$ cat src/rtl/bp_cce_pkg.sv
// rtl/bp_cce_pkg.sv - shared CCE MSHR slot state type and address helper
package bp_cce_pkg;

    typedef enum logic [1:0] {
        e_mshr_free   = 2'd0,
        e_mshr_ready  = 2'd1,
        e_mshr_active = 2'd2,
        e_mshr_wait   = 2'd3
    } bp_cce_mshr_state_e;

    // Byte offset width within a cache block; block address is paddr above it.
    function automatic int block_offset_f(input int block_width);
        return $clog2(block_width / 8);
    endfunction

endpackage

$ cat src/rtl/bp_cce_rr_pick.sv
// rtl/bp_cce_rr_pick.sv - combinational find-first over a request vector from a start index
module bp_cce_rr_pick #(
    parameter int num_req = 4
) (
    input  logic [num_req-1:0]         req,
    input  logic [$clog2(num_req)-1:0] start,
    output logic                       v,
    output logic [$clog2(num_req)-1:0] id
);

    localparam int lg_lp = $clog2(num_req);

    logic [lg_lp-1:0] idx;

    // Scan farthest-first so the nearest request at or after start wins; index wraps naturally.
    always_comb begin
        v   = 1'b0;
        id  = '0;
        idx = '0;
        for (int k = num_req - 1; k >= 0; k--) begin
            idx = start + lg_lp'(k);
            if (req[idx]) begin
                v  = 1'b1;
                id = idx;
            end
        end
    end

endmodule

$ cat src/rtl/bp_cce_mshr_sched.sv
// rtl/bp_cce_mshr_sched.sv - MSHR slot allocator and round-robin ucode-engine scheduler
module bp_cce_mshr_sched #(
    parameter int num_mshr_p        = 4,
    parameter int paddr_width_p     = 40,
    parameter int lce_id_width_p    = 4,
    parameter int cce_block_width_p = 512,
    parameter int lg_num_mshr_lp    = $clog2(num_mshr_p)
) (
    input  logic                      clk_i,
    input  logic                      reset_n_i,
    input  logic                      alloc_v_i,
    input  logic [paddr_width_p-1:0]  alloc_paddr_i,
    input  logic [lce_id_width_p-1:0] alloc_lce_id_i,
    output logic                      alloc_yumi_o,
    output logic [lg_num_mshr_lp-1:0] alloc_id_o,
    output logic                      conflict_o,
    output logic                      active_v_o,
    output logic [lg_num_mshr_lp-1:0] active_id_o,
    output logic [lce_id_width_p-1:0] active_lce_id_o,
    output logic [paddr_width_p-1:0]  active_paddr_o,
    input  logic                      park_v_i,
    input  logic                      release_v_i,
    input  logic                      mem_resp_v_i,
    input  logic [lg_num_mshr_lp-1:0] mem_resp_id_i,
    output logic [num_mshr_p-1:0]     busy_o,
    output logic                      err_o
);

    import bp_cce_pkg::*;

    localparam int block_offset_lp = block_offset_f(cce_block_width_p);

    bp_cce_mshr_state_e        state_q [num_mshr_p];
    bp_cce_mshr_state_e        state_d [num_mshr_p];
    logic [paddr_width_p-1:0]  paddr_q [num_mshr_p];
    logic [lce_id_width_p-1:0] lce_q   [num_mshr_p];

    logic [lg_num_mshr_lp-1:0] rr_q;
    logic                      active_v_q;
    logic [lg_num_mshr_lp-1:0] active_id_q;
    logic [lce_id_width_p-1:0] active_lce_q;
    logic [paddr_width_p-1:0]  active_paddr_q;
    logic                      err_q;

    logic [num_mshr_p-1:0]     free_mask, ready_mask, match_mask;
    logic                      free_v, ready_v, grant;
    logic [lg_num_mshr_lp-1:0] free_id, ready_id;
    logic                      park_ok, release_ok, proto_err, resp_err, sched_en;

    always_comb begin
        free_mask  = '0;
        ready_mask = '0;
        match_mask = '0;
        for (int i = 0; i < num_mshr_p; i++) begin
            free_mask[i]  = (state_q[i] == e_mshr_free);
            ready_mask[i] = (state_q[i] == e_mshr_ready);
            match_mask[i] = !free_mask[i]
                && (paddr_q[i][paddr_width_p-1:block_offset_lp]
                    == alloc_paddr_i[paddr_width_p-1:block_offset_lp]);
        end
    end

    bp_cce_rr_pick #(.num_req(num_mshr_p)) free_pick (
        .req   (free_mask),
        .start ('0),
        .v     (free_v),
        .id    (free_id)
    );

    bp_cce_rr_pick #(.num_req(num_mshr_p)) ready_pick (
        .req   (ready_mask),
        .start (rr_q),
        .v     (ready_v),
        .id    (ready_id)
    );

    assign conflict_o   = alloc_v_i && (|match_mask);
    assign alloc_yumi_o = alloc_v_i && !conflict_o && free_v;
    assign alloc_id_o   = free_id;

    assign park_ok    = park_v_i && !release_v_i && active_v_q;
    assign release_ok = release_v_i && !park_v_i && active_v_q;
    assign proto_err  = (park_v_i && release_v_i) || ((park_v_i || release_v_i) && !active_v_q);
    assign resp_err   = mem_resp_v_i && (state_q[mem_resp_id_i] != e_mshr_wait);
    // The engine is handed over only when it is idle or the current owner leaves cleanly.
    assign sched_en   = !active_v_q || park_ok || release_ok;
    assign grant      = sched_en && ready_v;

    // Each source below touches a slot in a different state, so the writes never collide.
    always_comb begin
        state_d = state_q;
        if (alloc_yumi_o)               state_d[free_id]       = e_mshr_ready;
        if (park_ok)                    state_d[active_id_q]   = e_mshr_wait;
        if (release_ok)                 state_d[active_id_q]   = e_mshr_free;
        if (mem_resp_v_i && !resp_err)  state_d[mem_resp_id_i] = e_mshr_ready;
        if (grant)                      state_d[ready_id]      = e_mshr_active;
    end

    always_ff @(posedge clk_i or negedge reset_n_i) begin
        if (!reset_n_i) begin
            for (int i = 0; i < num_mshr_p; i++) begin
                state_q[i] <= e_mshr_free;
                paddr_q[i] <= '0;
                lce_q[i]   <= '0;
            end
            rr_q           <= '0;
            active_v_q     <= 1'b0;
            active_id_q    <= '0;
            active_lce_q   <= '0;
            active_paddr_q <= '0;
            err_q          <= 1'b0;
        end else begin
            state_q <= state_d;
            if (alloc_yumi_o) begin
                paddr_q[free_id] <= alloc_paddr_i;
                lce_q[free_id]   <= alloc_lce_id_i;
            end
            if (grant) begin
                active_v_q     <= 1'b1;
                active_id_q    <= ready_id;
                active_lce_q   <= lce_q[ready_id];
                active_paddr_q <= paddr_q[ready_id];
                rr_q           <= ready_id + lg_num_mshr_lp'(1);
            end else if (park_ok || release_ok) begin
                active_v_q <= 1'b0;
            end
            if (proto_err || resp_err) err_q <= 1'b1;
        end
    end

    assign active_v_o      = active_v_q;
    assign active_id_o     = active_id_q;
    assign active_lce_id_o = active_lce_q;
    assign active_paddr_o  = active_paddr_q;
    assign busy_o          = ~free_mask;
    assign err_o           = err_q;

endmodule
$ cat config.mk
export PLATFORM = sky130hd
export DESIGN_NAME = bp_cce_mshr_sched
export DESIGN_NICKNAME = d
export VERILOG_FILES = /design/src/rtl/bp_cce_pkg.sv /design/src/rtl/bp_cce_rr_pick.sv /design/src/rtl/bp_cce_mshr_sched.sv
export SDC_FILE = /design/constraint.sdc
export NUM_CORES = 1
export LEC_CHECK = 0
export BUFFER_PORTS_ARGS = -buffer_cell sky130_fd_sc_hd__buf_2
export CORE_UTILIZATION = 55
export DETAILED_ROUTE_END_ITERATION = 8
export GPL_TIMING_DRIVEN = 0
export PLACE_DENSITY = 0.75
export SYNTH_ARGS = -nofsm -noshare
export SYNTH_HDL_FRONTEND = slang
export SYNTH_HIERARCHICAL = 1
export SYNTH_SLANG_ARGS = --single-unit
$ cat constraint.sdc
create_clock -name clk_i -period 6.9 [get_ports clk_i]
set_input_delay 0.345 -clock clk_i [delete_from_list [all_inputs] [get_ports clk_i]]
set_output_delay 0.345 -clock clk_i [all_outputs]
set_load 0.02 [all_outputs]
==> results of run 1 <==
[layer usage]
layer,share of wire,wire length [µm],GRT usage
met1,0.45,13140,0.3829
met2,0.46,13430,0.4083
met3,0.057,1669,0.05241
met4,0.029,839,0.08500
met5,0,0,0
[what timing repair did]
item                                   CTS  global route
endpoints found under the hold margin   40             0
hold buffers                             1             0
setup endpoints to repair                0             0
[registers in the layout (all words and copies together), names as in the netlist]
signal	flops
err_o	1
paddr_q	160
rr_q	2
lce_q	16
active_paddr_o	40
active_lce_id_o	4
active_v_o	1
state_q	8
active_id_o	2
[layout by cell type, fill, tap and decap left out, drive strengths merged, types with 3 or more instances in the layout]
master / count
clkinv: 5
dfrtp: 234
nor2: 22
xor2: 120
a21oi: 7
bufinv: 4
mux2: 224
inv: 8
nand2: 16
o21ai: 6
mux2i: 3
nor3: 4
a211oi: 4
nor2b: 5
mux4: 44
ha: 4
nor4: 32
and2: 3
nand2b: 6
nand3: 12
xnor2: 15
clkbuf: 48
conb: 9
nand4: 12
buf: 131
[logic make-up (layout without fill, tap and decap cells)]
group,after synthesis,in the layout,synth area share
simple gates,122,122,0.05631
fa+ha+maj,4,4,0.004103
buf+inv,77,198,0.04380
other cells,1,9,0.0003074
xor+xnor,135,135,0.09693
mux,271,271,0.3022
flops,234,234,0.4800
compound gates,27,27,0.01631
[power by group]
group	internal (mW)	switching, mW
logic	2.14	1.92
clock network	0.943	0.563
registers	2.11	0.558
total	5.19	3.04
[layout make-up]
type | count | area [µm²]
clock buffer | 36 | 789.5
clock inverter | 10 | 152.6
sequential | 234 | 5856
multi-input combinational | 568 | 5838
timing repair buffer | 75 | 435.4
fill | 1687 | 7800
tap | 280 | 350.3
buffer | 69 | 504.2
inverter | 8 | 30.03
[worst paths after layout]
path                                   to              start  cells past startpoint
max                          paddr_q[101]         state_q[5]                      9
min reg2reg                         err_o              err_o                      1
min                              lce_q[8]  alloc_lce_id_i[0]                      2
min in group asynchronous  active_id_o[1]          reset_n_i                      2
max in group asynchronous     paddr_q[94]          reset_n_i                      3
max reg2reg                  paddr_q[101]         state_q[5]                      9
==> impl_metrics.tcl, run 1 <==
set metrics [dict create \
    gp_congestion 0.9508 \
    grt_max_degree 112 \
    synth.distinct_cells 48 \
    hold_viol 0 \
    max_stage_delay_ns 0.68 \
    post-dp-hpwl_um 20420 \
    routed_via_density 5.881 \
    yosys.area.top_type "dfrtp_1" \
    power.total_mw 8.237 \
    design.die.area_um2 22780 \
    synthFlopType "dfrtp_1" \
    maxSlewHeadroom 0.3543 \
    synth_seq_cells 234 \
    synth_top_area_frac 0.4800 \
    grt_pass1_wl_um 45130 \
    ir_drop_mv 0.2574 \
    clock_latency_ns 0.53 \
    reg2reg_slack_ns 3.10 \
    finClkSkew_ns 0.01060 \
    path_max_fanout 10 \
    port_buffers 72 \
    power_density_nw_per_um2 590.3 \
    die_h_um 150.9 \
    final_net_count 1038 \
    cts.sinks 234 \
    drt_wl_total_um 29080 \
    vias 7528 \
    dpl-instance-area_um2 13000 \
    cts_tree "done" \
    tightest_slew_ns 0.9686 \
    ant_nets 0 \
    row_count 54 \
    final_cells 1280 \
    synth_commonest_cells "234 x dfrtp_1, 178 x mux2_2, 120 x xor2_1, 44 x mux4_2, 38 x mux2_4" \
    start_util 0.5607 \
    overflow 0 \
    synth_warnings 6 \
    wl_per_cell_um 22.72 \
    n_antenna_cell 0 \
    drt_pass1_iterations 5 \
    required_ns 7.31 \
    worst-setup-path-type "reg2reg" \
    syn_to_final_growth_pct 14.41 \
    grt_pass1_vias 7621 \
    period_needed_ns 3.802 \
    cts_made_buffers 26 \
    synth-edff-count 0 \
    rsz0062_at_grt "no" \
    synth.area.top_cells "dfrtp_1 48%, mux2_2 16%, xor2_1 8.6%, mux4_2 8.1%, mux2_4 4.7%" \
    clock_path_buffers 3 \
    drv_cap 0 \
    leakagePower_nw 6.121 \
    cts_max_level 1 \
    tns_ns 0 \
    cpLargestDelayFamily "simple AND/OR/NAND/NOR gates" \
    async_flop_share 1.000 \
    drive_above_1_share 0.4390 \
    clockRootBuffer "clkbuf_16" \
    netlist_instances 871 \
    endpoint_kind "flop" \
    fmax_ghz 0.2630 \
    place_ws_ns 3.072 \
    place_inst 1233 \
    core_um2 21760 \
    crit_chain "nor2_1 > a21oi_1 > o2111ai_1 > nor4_1 > or4_1 > buf_2 > nor4_4 > buf_2 > mux2_2" \
    clkTransAtPathRegs_ns 0.06 \
    finalInstanceArea_um2 13960 \
    fin_crit_sh 0.5511 \
    start_kind "flop" \
    track_usage 0.2667 \
    synth_area_um2 12200 \
    cp_slowest_cell "nor4_4" \
    finalMaxSlewViolations 0 \
    boundaryPins 108 \
    hold_class "in2reg" \
    arrival_ns 4.21 \
    post-cts-setup-buffers 0 \
    timing.final.ws_setup_ns 3.098 \
    holdWs_ns 0.07850 \
    critPathBufInv 2 \
    crit_path_frequent_cell "buf_2" \
    ys_seq_area_frac 0.4800 \
    ctsResizeCount 0 \
    status "finished clean" \
    fp.dieW_um 150.9 \
    post-route-util 0.6415 \
    antenna_found_initial 0 \
    drt-initial-drc-count 480 \
    syn_avg_cell_area_um2 14.00 \
    drc 0 \
    setup_violations 0 \
    synth.most_common_cell "dfrtp_1" \
]
Note: power is estimated with default switching activity, not from simulation.
==> run 2: changes to the inputs <==
Settings changed: ABC_AREA set to 1, PLACE_DENSITY 0.75 to 0.77.
Clock period 6.9 ns to 3.3 ns, I/O delays scaled along.
==> run 2 against run 1 <==
  * Critical endpoint is now state_q[4]
  * Largest power group unchanged
  * Flip-flop and latch count is the same
  * Power grew to 2.6 times the previous value
  * Synthesized cell count grew 130%
==> impl_metrics.tcl, run 2 <==
set metrics [dict create \
    yosys.area.top_type "dfrtp_1" \
    row_count 57 \
    cp_slowest_cell "clkbuf_1" \
    synth_commonest_cells "704 x nand2_1, 234 x dfrtp_1, 210 x inv_1, 202 x o21ai_0, 163 x nor2_1" \
    clockRootBuffer "clkbuf_16" \
    grt_pass1_vias 13870 \
    synth-edff-count 0 \
    finClkSkew_ns 0.01278 \
    tns_ns 0 \
    async_flop_share 1.000 \
    syn_to_final_growth_pct 14.23 \
    fp.dieW_um 161.1 \
    cts.sinks 234 \
    start_kind "flop" \
    netlist_instances 2013 \
    fillers 2176 \
    vias 15150 \
    grt_max_degree 121 \
    ir_drop_mv 0.9134 \
    drt_pass1_iterations 7 \
    core_um2 24530 \
    critPathBufInv 8 \
    seqCellArea_um2 5856 \
    hold_viol 0 \
    leakagePower_nw 8.112 \
    drive_above_1_share 0.1182 \
    start_util 0.5672 \
    gp_congestion 1.097 \
    routed_via_density 6.058 \
    die_h_um 161.1 \
    status "finished clean" \
    arrival_ns 3.66 \
    post-route-util 0.6480 \
    maxSlewHeadroom 0.2935 \
    crit_chain "inv_1 > nor2_1 > inv_1 > nand2_2 > and2_4 > nand2_2 > nand2_1 > inv_1 > a21boi_1 > clkbuf_2 > inv_1 > clkbuf_1 > buf_2 > ha_1 > nand2_1 > inv_1 > a21oi_1" \
    hold_class "in2reg" \
    rsz0062_at_grt "no" \
    track_usage 0.4563 \
    ant_nets 0 \
    synth_area_um2 13920 \
    final_common_cell "nand2_1" \
    multi_input_area_um2 6663 \
    drt-initial-drc-count 2364 \
    post-dp-hpwl_um 44100 \
    final_cells 2501 \
    port_buffers 93 \
    cpLargestDelayFamily "buffers and inverters" \
    final_cell_mix "704 x nand2_1, 234 x dfrtp_1, 210 x inv_1" \
    boundaryPins 108 \
    cts_made_buffers 26 \
    clkTransAtPathRegs_ns 0.06 \
    finalMaxSlewViolations 0 \
    drt_wl_total_um 59390 \
    period_needed_ns 3.232 \
    synth.area.top_cells "dfrtp_1 42%, nand2_1 19%, o21ai_0 7.3%, inv_1 5.7%, nor2_1 4.4%" \
    largest-register "paddr_q" \
    synth_top_area_frac 0.4208 \
    design.die.area_um2 25940 \
    ys_seq_area_frac 0.4208 \
    tightest_slew_ns 1.060 \
    clock_path_buffers 3 \
    setup_violations 0 \
    wl_per_cell_um 23.75 \
    place_inst 2437 \
    crit_path_frequent_cell "inv_1" \
    max_stage_delay_ns 0.65 \
    required_ns 3.73 \
    final_net_count 2213 \
    endpoint_kind "flop" \
    cts_max_level 1 \
    finalInstanceArea_um2 15900 \
    largest_register_ffs 160 \
    synthFlopType "dfrtp_1" \
    overflow 0 \
    cts_tree "done" \
    synth_warnings 6 \
    clock_latency_ns 0.55 \
    worst-setup-path-type "reg2reg" \
    dpl-instance-area_um2 14850 \
    holdWs_ns 0.01610 \
    path_max_fanout 11 \
    fmax_ghz 0.3094 \
    post-cts-setup-buffers 0 \
    synth.most_common_cell "nand2_1" \
    fin_crit_sh 0.9795 \
    drv_cap 0 \
    synth.distinct_cells 46 \
    synth_seq_cells 234 \
    drc 0 \
    syn_avg_cell_area_um2 6.913 \
    power_density_nw_per_um2 1324 \
    antenna_found_initial 4 \
    grt_pass1_wl_um 86440 \
]
-- run 2: layout make-up --
cell class,count,share of cell area
tap,324,0.02550
inverter,236,0.05588
buffer,95,0.03518
clock buffer,38,0.04888
multi-input combinational,1454,0.4191
clock inverter,8,0.005037
sequential,234,0.3684
timing repair buffer,110,0.04172
antenna,2,0.0003148
-- run 2: kinds of logic after synthesis --
logic type / synth area share
DFF: 0.4208
adders and majority gates: 0.003597
AOI/OAI and AO/OA: 0.1633
xor gates and xnor gates: 0.02140
other: 0.0002695
and+or+nand+nor: 0.2884
buffers and inverters: 0.1022
-- run 2: path summary, 6_finish.rpt --
kind | startpoint | to | slack, ns | depth (start not counted)
setup / recovery | state_q[0] | state_q[4] | 0.07 | 17
hold / removal | alloc_paddr_i[17] | paddr_q[97] | 0.02 | 3
setup reg to reg | state_q[0] | state_q[4] | 0.07 | 17
hold reg to reg | active_paddr_o[30] | active_paddr_o[30] | 0.48 | 2
max in group asynchronous | reset_n_i | paddr_q[48] | 1.90 | 3
min in group asynchronous | reset_n_i | paddr_q[26] | 0.27 | 2
-- run 2: tightest hold or removal path, cell delays in order --
cell and delay, ns:
buf_2 0.13, inv_2 0.10, o21ai_1 0.13
-- run 2: what timing repair did --
action / in CTS / in global routing
resized for setup: 6 / 27
setup endpoints to repair: 21 / 64
pin swaps: 0 / 0
hold buffers: 16 / 0
hold endpoints to repair: 165 / 0
-- run 2: metal layers --
| metal | vias up | track usage | share of wire |
|---|---|---|---|
| li1 | 6719 | - | - |
| met1 | 7128 | 0.6081 | 0.38 |
| met2 | 1104 | 0.6738 | 0.43 |
| met3 | 197 | 0.1294 | 0.13 |
| met4 | 2 | 0.2440 | 0.056 |
| met5 | - | 0 | 0.00024 |
-- run 2: where the power goes --
group	leakage [nW]	internal (mW)	switching (mW)
Clock	0.412	1.71	1.23
Sequential	2.88	4.28	1.21
Combinational	4.82	3.39	9.24
Total	8.11	9.38	11.7
-- run 2: through the flow --
step / setup WS [ns] / total power, mW
after floorplan: 0.9630 / 12.29
after global placement: -2.013 / 16.99
after detailed placement: -0.2240 / 17.27
after CTS: 0.02714 / 20.30
after global routing: 0.008235 / 21.90
final: 0.06758 / 21.05
